===== src/rtl/ps2_keyboard_tx.sv =====
// ps2_keyboard_tx: device-side PS/2 frame transmitter fed from a byte FIFO
module ps2_keyboard_tx #(
  parameter int CLK_DIV    = 16,
  parameter int FIFO_DEPTH = 8,
  parameter int GAP_CYCLES = 32
) (
  input  logic                          clk,
  input  logic                          rst,
  input  logic [7:0]                    in_data,
  input  logic                          in_valid,
  output logic                          in_ready,
  input  logic                          inhibit,
  output logic                          ps2_clk,
  output logic                          ps2_data,
  output logic                          busy,
  output logic [$clog2(FIFO_DEPTH):0]   level,
  output logic                          tx_done,
  output logic                          tx_abort
);
  localparam int AW = $clog2(FIFO_DEPTH);
  localparam int LW = AW + 1;
  localparam int DW = $clog2(CLK_DIV);
  localparam int GW = $clog2(GAP_CYCLES + 1);
  typedef enum logic [1:0] {IDLE, HIGH, LOW, GAP} state_t;
  state_t          state;
  logic [7:0]      mem [FIFO_DEPTH];
  logic [AW-1:0]   rd_ptr, wr_ptr;
  logic [10:0]     frame;
  logic [3:0]      bit_idx;
  logic [DW-1:0]   div_cnt;
  logic [GW-1:0]   gap_cnt;
  logic            push, pop, div_end, last_bit;
  assign in_ready = level != LW'(FIFO_DEPTH);
  assign push     = in_valid && in_ready;
  assign div_end  = div_cnt == DW'(CLK_DIV - 1);
  assign last_bit = bit_idx == 4'd10;
  assign pop      = state == LOW && div_end && last_bit;
  assign busy     = state != IDLE || level != '0;
  always_ff @(posedge clk) begin
    if (push) mem[wr_ptr] <= in_data;
  end
  always_ff @(posedge clk) begin
    if (rst) begin
      rd_ptr <= '0;
      wr_ptr <= '0;
      level  <= '0;
    end else begin
      wr_ptr <= push ? wr_ptr + 1'b1 : wr_ptr;
      rd_ptr <= pop ? rd_ptr + 1'b1 : rd_ptr;
      level  <= level + LW'(push) - LW'(pop);
    end
  end
  always_ff @(posedge clk) begin
    if (rst) begin
      state    <= IDLE;
      ps2_clk  <= 1'b1;
      ps2_data <= 1'b1;
      tx_done  <= 1'b0;
      tx_abort <= 1'b0;
      frame    <= '0;
      bit_idx  <= '0;
      div_cnt  <= '0;
      gap_cnt  <= '0;
    end else begin
      tx_done  <= 1'b0;
      tx_abort <= 1'b0;
      case (state)
        IDLE: if (level != '0 && !inhibit) begin
          frame    <= {1'b1, ~^mem[rd_ptr], mem[rd_ptr], 1'b0};
          bit_idx  <= '0;
          div_cnt  <= '0;
          ps2_clk  <= 1'b1;
          ps2_data <= 1'b0;
          state    <= HIGH;
        end
        HIGH: if (inhibit) begin
          ps2_clk  <= 1'b1;
          ps2_data <= 1'b1;
          tx_abort <= 1'b1;
          gap_cnt  <= '0;
          state    <= GAP;
        end else if (div_end) begin
          div_cnt <= '0;
          ps2_clk <= 1'b0;
          state   <= LOW;
        end else begin
          div_cnt <= div_cnt + 1'b1;
        end
        LOW: if (inhibit && !last_bit) begin
          ps2_clk  <= 1'b1;
          ps2_data <= 1'b1;
          tx_abort <= 1'b1;
          gap_cnt  <= '0;
          state    <= GAP;
        end else if (div_end) begin
          div_cnt  <= '0;
          ps2_clk  <= 1'b1;
          ps2_data <= last_bit ? 1'b1 : frame[bit_idx + 4'd1];
          bit_idx  <= last_bit ? bit_idx : bit_idx + 4'd1;
          tx_done  <= last_bit;
          gap_cnt  <= '0;
          state    <= last_bit ? GAP : HIGH;
        end else begin
          div_cnt <= div_cnt + 1'b1;
        end
        GAP: if (gap_cnt == GW'(GAP_CYCLES - 1)) state <= IDLE;
             else gap_cnt <= gap_cnt + 1'b1;
      endcase
    end
  end
endmodule


===== config.mk =====
export PLATFORM = sky130hd
export DESIGN_NAME = ps2_keyboard_tx
export DESIGN_NICKNAME = d
export VERILOG_FILES = /design/src/rtl/ps2_keyboard_tx.sv
export SDC_FILE = /design/constraint.sdc
export NUM_CORES = 1
export LEC_CHECK = 0
export BUFFER_PORTS_ARGS = -buffer_cell sky130_fd_sc_hd__buf_2
export CAP_MARGIN = 20
export CORE_MARGIN = 1
export CORE_UTILIZATION = 40
export CTS_BUF_LIST = sky130_fd_sc_hd__clkbuf_4 sky130_fd_sc_hd__clkbuf_8
export DETAILED_ROUTE_END_ITERATION = 8
export PLACE_DENSITY = 0.58
export REMOVE_ABC_BUFFERS = 1
export SLEW_MARGIN = 25
export SYNTH_ARGS = -nofsm -noshare
export SYNTH_HDL_FRONTEND = slang
export SYNTH_SLANG_ARGS = --single-unit

===== constraint.sdc =====
create_clock -name clk -period 2.2 [get_ports clk]
set_input_delay 0.33 -clock clk [delete_from_list [all_inputs] [get_ports clk]]
set_output_delay 0.33 -clock clk [all_outputs]
set_load 0.05 [all_outputs]

=== Word-level counts from Yosys, hierarchy flattened ===
Memories as Yosys holds them, arrays and structs flattened. A register that Yosys moved wholly into a read port is not among the register bits.
Index checks and enable logic that the tools add are counted.

* Latch bits: 0
* Output and inout port bits: 10
* RAM bits: 64
* Memories kept: 1
* Flip-flop bits (word level): 40
* Bits in read-only memories: 0

* Shift operators: 0
* Magnitude comparators: 1
* Eq/ne operators: 17
* Reduce and logical (&&, ||, !) cells: 23
* Bitwise logic cells: 2
* Divide/modulo/power cells: 0
* Mux-type cells: 43
* Add/subtract/negate cells: 7
* $mul: 0

{| class="wikitable"
|+ Memory list
! name !! words !! bits a word !! read ports !! clocked after Yosys merged registers in !! write ports !! line !! RTL
|-
| mem || 8 || 8 || 1 || 1 || 1 || 26 || <nowiki>logic [7:0] mem [FIFO_DEPTH];</nowiki>
|}

{| class="wikitable"
|+ Operators with widths
! kind !! number
|-
| 4-bit 2-to-1 mux || 7
|-
| 6-bit 2-to-1 mux || 4
|-
| 4-bit AND reduction || 5
|-
| 6-bit case mux with 3 select lines || 1
|-
| 2-bit != test, second input constant || 8
|-
| 1-bit 2-to-1 mux || 15
|-
| 2-bit 2-to-1 mux || 7
|-
| 4-bit case mux with 3 select lines || 1
|-
| 4-bit by 1-bit adder with 4-bit output, second input constant || 2
|-
| 4-bit equality test, second input constant || 2
|-
| 2-bit case mux with 4 select lines || 1
|-
| 4-bit case mux with 2 select lines || 1
|-
| 8-bit XNOR reduction || 1
|-
| 3-bit by 1-bit adder with 3-bit output, second input constant || 2
|-
| 6-bit by 1-bit adder with 6-bit output, second input constant || 1
|-
| 6-bit by 5-bit equality test with 1-bit output, second input constant || 1
|-
| 3-bit 2-to-1 mux || 2
|-
| 1-bit case mux with 3 select lines || 2
|-
| 3-bit nonzero test || 2
|-
| 1-bit logical AND || 5
|-
| 4-bit by 5-bit less-than comparator with 1-bit output, second input constant || 1
|-
| 5-bit AND reduction || 1
|-
| 4-bit by 1-bit adder with 4-bit output || 1
|-
| 1-bit binary-select mux with 4-bit select || 1
|-
| 15 further kinds || 19
|}

=== Longest topological paths before layout ===
* Depth in word-level cells: 7
* Gate-level depth with buffers: 11
* Depth with buffers taken out: 10

=== Worst setup path after synthesis ===
Ideal clock, no wire load.

* Kind: register -> register
* Start point: register level[2]
* End point: memory mem[0][0] (enable)
* Arrival: 2634 ps
* Required time: 1805 ps
* Slack: -828 ps
* Cell stages (with the launch flop): 6
* Period minus slack after synthesis: 3028 ps
* Setup time: 395 ps
* Cell sequence: dfxtp_1 inv_1 ha_1 nand3_1 nand2_1 nor4_1

* Longest elaborated chain between the ends: 4

{| class="wikitable"
|+ Ends and longest elaborated chain
! what !! line !! RTL
|-
| start, declared || 16 || <nowiki>output logic [$clog2(FIFO_DEPTH):0] level,</nowiki>
|-
| start signal, assigned || 50 || <nowiki>level <= level + LW'(push) - LW'(pop);</nowiki>
|-
| 4-bit != test || 33 || <nowiki>assign in_ready = level != LW'(FIFO_DEPTH);</nowiki>
|-
| named net in_ready || 11 || <nowiki>output logic in_ready,</nowiki>
|-
| 1-bit logical AND || 34 || <nowiki>assign push = in_valid && in_ready;</nowiki>
|-
| 1-bit 2-to-1 mux || 40 || <nowiki>if (push) mem[wr_ptr] <= in_data;</nowiki>
|-
| 1-bit 2-to-1 mux (not written as such) || 40 ||
|-
| end, declared || 26 ||
|}

The timed path passes the listed nets, and every way through them passes these cells.

=== Worst setup path after layout ===
* Start point: register state[1]
* End point: register gap_cnt[3]

* Longest elaborated chain between the ends: 3
* Elaborated cells between the ends (all ways): 9

{| class="wikitable"
|+ Ends and longest elaborated chain
! what !! line !! RTL
|-
| start, declared || 25 || <nowiki>state_t state;</nowiki>
|-
| start signal, assigned || 102 || <nowiki>state <= last_bit ? GAP : HIGH;</nowiki>
|-
| 2-bit equality test or 2-bit by 1-bit equality test with 1-bit output (tied branches) || 67 || <nowiki>case (state)</nowiki>
|-
| 3-bit by 2-bit != test with 1-bit output (no source line), or another cell as far along || -- ||
|-
| 4-bit AND reduction (no source line) || -- ||
|-
| end signal, assigned || 107 || <nowiki>else gap_cnt <= gap_cnt + 1'b1;</nowiki>
|-
| end, declared || 31 || <nowiki>logic [GW-1:0] gap_cnt;</nowiki>
|}

Parallel ways exist; a longest one is shown, timed or not.
A chain may end at the register's enable or synchronous reset.

==> impl_metrics.tcl <==
set metrics [dict create \
    p_clk_frac 0.231 \
    clk_pin_slew_worst_paths_ns 0.11 \
    multiInputGateArea_mm2 0.00182 \
    final_cell_area_mm2 0.00532 \
    criticalPathCategory "reg2reg" \
    clk_latency_ns 0.39 \
    synth.distinct_cells 49 \
    numCtsBuffers 9 \
    antenna_cells 0 \
    max-vdd-ir-drop_mv 0.665 \
    place_congestion 0.746 \
    power_mw 5.06 \
    final_common_cell "edfxtp_1" \
    cts-root-buf "clkbuf_8" \
    syn_area_per_cell_um2 13.3 \
    start_util 0.411 \
    port_buffers 21 \
    htreeDepth 3 \
    netlist_area_mm2 0.00469 \
    synthArstFlopShare 0 \
    fmax_mhz 480 \
    yosys-top-cells-area "edfxtp_1 (41%), dfxtp_1 (18%), mux4_2 (7.2%)" \
    holdWs_ns 0.199 \
    timing.reg2reg.worst_path_depth 7 \
    routed_via_density 5.23 \
    clock_sinks 107 \
    cts_tree "yes" \
    drcViolationCount 0 \
    switching_power_mw 1.72 \
    seq_area_frac_synth 0.593 \
    grt_pass1_vias 2719 \
    arrival_ns 2.40 \
    switching_share 0.339 \
    cp-end-kind "flip-flop" \
    finalClockSkew_ns 0.0147 \
    cts_max_path_buffers 2 \
    p_int_mw 3.35 \
    r2r-end "gap_cnt[3]$_SDFFE_PP0P_" \
    required_ns 2.51 \
    min-delay-start "in_data[7]" \
    synth_edf_count 64 \
    maxSlewHeadroom 0.503 \
    layout-drive-gt1-share 0.235 \
    cts_hold_buf 0 \
    via_count 2838 \
    synth_ff_type "edfxtp_1" \
    whs_endpoint "mem[3][7]$_DFFE_PP_" \
    setup_viol 0 \
    die_area_mm2 0.0122 \
    drv_cap 0 \
    grt_max_degree 27 \
    ios 22 \
    crit_path_start_kind "flip-flop" \
    dpl-instance-area_mm2 0.00507 \
    final.fill_count 1055 \
    yosys_register_bits 107 \
    yosys.area.top_type_share 0.410 \
    grt_pass1_wl_mm 13.7 \
    area_growth_pct 13.3 \
    route.antenna.remaining_nets 0 \
    synth_largest_area_cell "edfxtp_1" \
    hold_viol 0 \
    hold_path.class "in2reg" \
    fp.dieH_um 110 \
    globalRoute.totalOverflow 0 \
    fin_nets 424 \
    layout_common_cells "edfxtp_1 (64), dfxtp_1 (40), nor2_1 (37)" \
    crit_fanout 7 \
    synth_warnings 0 \
    wl_per_cell_um 15.7 \
    p_leak_nw 1.85 \
    combPwrFrac 0.288 \
    powerDensity_mw_per_mm2 953 \
    power_frac_seq 0.481 \
    drv_slew 0 \
    synthCells 354 \
    seq_area_mm2 0.00279 \
    tightest_slew_ns 0.745 \
    drtPass1Iterations 4 \
    post-route-util 0.466 \
    drtIter0Drc 165 \
    fin_crit_ns 2.08 \
    rows 39 \
    grt_antenna_before_repair 0 \
    core-area_mm2 0.0114 \
    hold_depth 1 \
    status "completed" \
    routed_wl_mm 8.54 \
    r2r-start "state[1]$_SDFFE_PP0P_" \
    dpl.hpwl_mm 5.79 \
    post-route-period-util 0.946 \
    rrSetupSlack_ns 0.12 \
    die_w_um 110 \
    grt_usage 0.156 \
]
stage by stage:
| step | TNS [ns] | cells | setup WS [ns] |
|---|---|---|---|
| 3_3_place_gp | 0 | 524 | 0.0551 |
| 6_report | 0 | 543 | 0.118 |
| 2_1_floorplan | -39.33 | 340 | -0.828 |
| 4_1_cts | 0 | 540 | 0.0107 |
| 5_1_grt | -0.00797 | 543 | -0.00530 |
| 3_5_place_dp | -0.142 | 524 | -0.0543 |
worst max path at each step:
stage                                         end  slack, ns  cells past startpoint                     from
final                     gap_cnt[3]$_SDFFE_PP0P_       0.12                      7    state[1]$_SDFFE_PP0P_
after global routing          level[3]$_SDFF_PP0_     -0.005                     11  bit_idx[0]$_SDFFE_PP0P_
after CTS                 div_cnt[2]$_SDFFE_PP0P_       0.01                      8      level[2]$_SDFF_PP0_
after detailed placement  div_cnt[2]$_SDFFE_PP0P_      -0.05                      8      level[2]$_SDFF_PP0_
after global placement    div_cnt[0]$_SDFFE_PP0P_       0.06                      8      level[2]$_SDFF_PP0_
after floorplan               mem[0][0]$_DFFE_PP_      -0.83                      5      level[2]$_SDFF_PP0_
metal layers:
| metal | global-route usage | wire length (um) | share of wire |
|---|---|---|---|
| met5 | 0 | 0 | 0 |
| met2 | 0.254 | 4100 | 0.48 |
| met1 | 0.201 | 4040 | 0.47 |
| met4 | 0.0620 | 132 | 0.015 |
| met3 | 0.0376 | 270 | 0.032 |
sequential cells by signal, indices dropped and copies added (netlist names), named ones only:
| signal | flops |
|---|---|
| level | 4 |
| ps2_data | 1 |
| ps2_clk | 1 |
| tx_abort | 1 |
| gap_cnt | 6 |
| wr_ptr | 3 |
| frame | 10 |
| rd_ptr | 3 |
| state | 2 |
| bit_idx | 4 |
| mem | 64 |
| div_cnt | 4 |
| tx_done | 1 |
cell usage after synthesis (3+ instances only):
cell type,number
nor2_1,37
nand2b_1,5
o21ai_1,6
mux2i_2,3
nor3_1,9
nor2b_1,4
o21ai_0,5
ha_1,16
mux2i_1,9
xnor2_1,14
or2_1,3
nand2_1,16
a21o_1,3
nor4_1,3
edfxtp_1,64
dfxtp_1,43
clkbuf_1,7
nand3_1,10
a21oi_1,18
mux4_2,15
a211oi_1,9
xor2_1,5
inv_1,11
or3_1,5
cell families (layout without fill, tap and decap cells):
| kind of cell | after synthesis | count (layout) | synth area share |
|---|---|---|---|
| adders and majority gates | 17 | 17 | 0.0469 |
| DFF | 107 | 107 | 0.593 |
| buffers and inverters | 26 | 72 | 0.0299 |
| muxes | 30 | 30 | 0.116 |
| AOI/OAI and AO/OA | 51 | 51 | 0.0680 |
| xor gates and xnor gates | 20 | 20 | 0.0389 |
| and+or+nand+nor | 103 | 103 | 0.107 |
cell type report:
cell class | instances | share of cell area
flip-flops and latches | 107 | 0.524
multi-input cells | 221 | 0.342
repair buffers | 44 | 0.0570
well taps | 143 | 0.0337
clock buffers | 9 | 0.0233
clock inverters | 7 | 0.0115
inverters | 12 | 0.00847
critical path, stage by stage (launching register included):
cell and delay (ns):
dfxtp_2 0.36, inv_1 0.09, ha_1 0.25, nor2b_1 0.17
a21o_1 0.18, a221o_2 0.47, or3_1 0.36, a21oi_1 0.14
power groups by stage:
| stage | Sequential [mW] | Combinational [mW] | Clock, mW |
|---|---|---|---|
| floorplan | 2.57 | 0.915 | 0 |
| global placement | 2.47 | 1.36 | 0 |
| detailed placement | 2.48 | 1.39 | 0 |
| CTS | 2.43 | 1.40 | 1.21 |
| global route | 2.46 | 1.62 | 1.27 |
| finish | 2.44 | 1.46 | 1.17 |
what timing repair did:
item | 4_1_cts | 5_1_grt
hold endpoints to repair | 0 | 0
buffers inserted | 0 | 3
endpoints found under the setup margin | 4 | 13
pin swaps | 0 | 4
gates resized for setup | 1 | 12
Power figures use the tool's default switching activity.
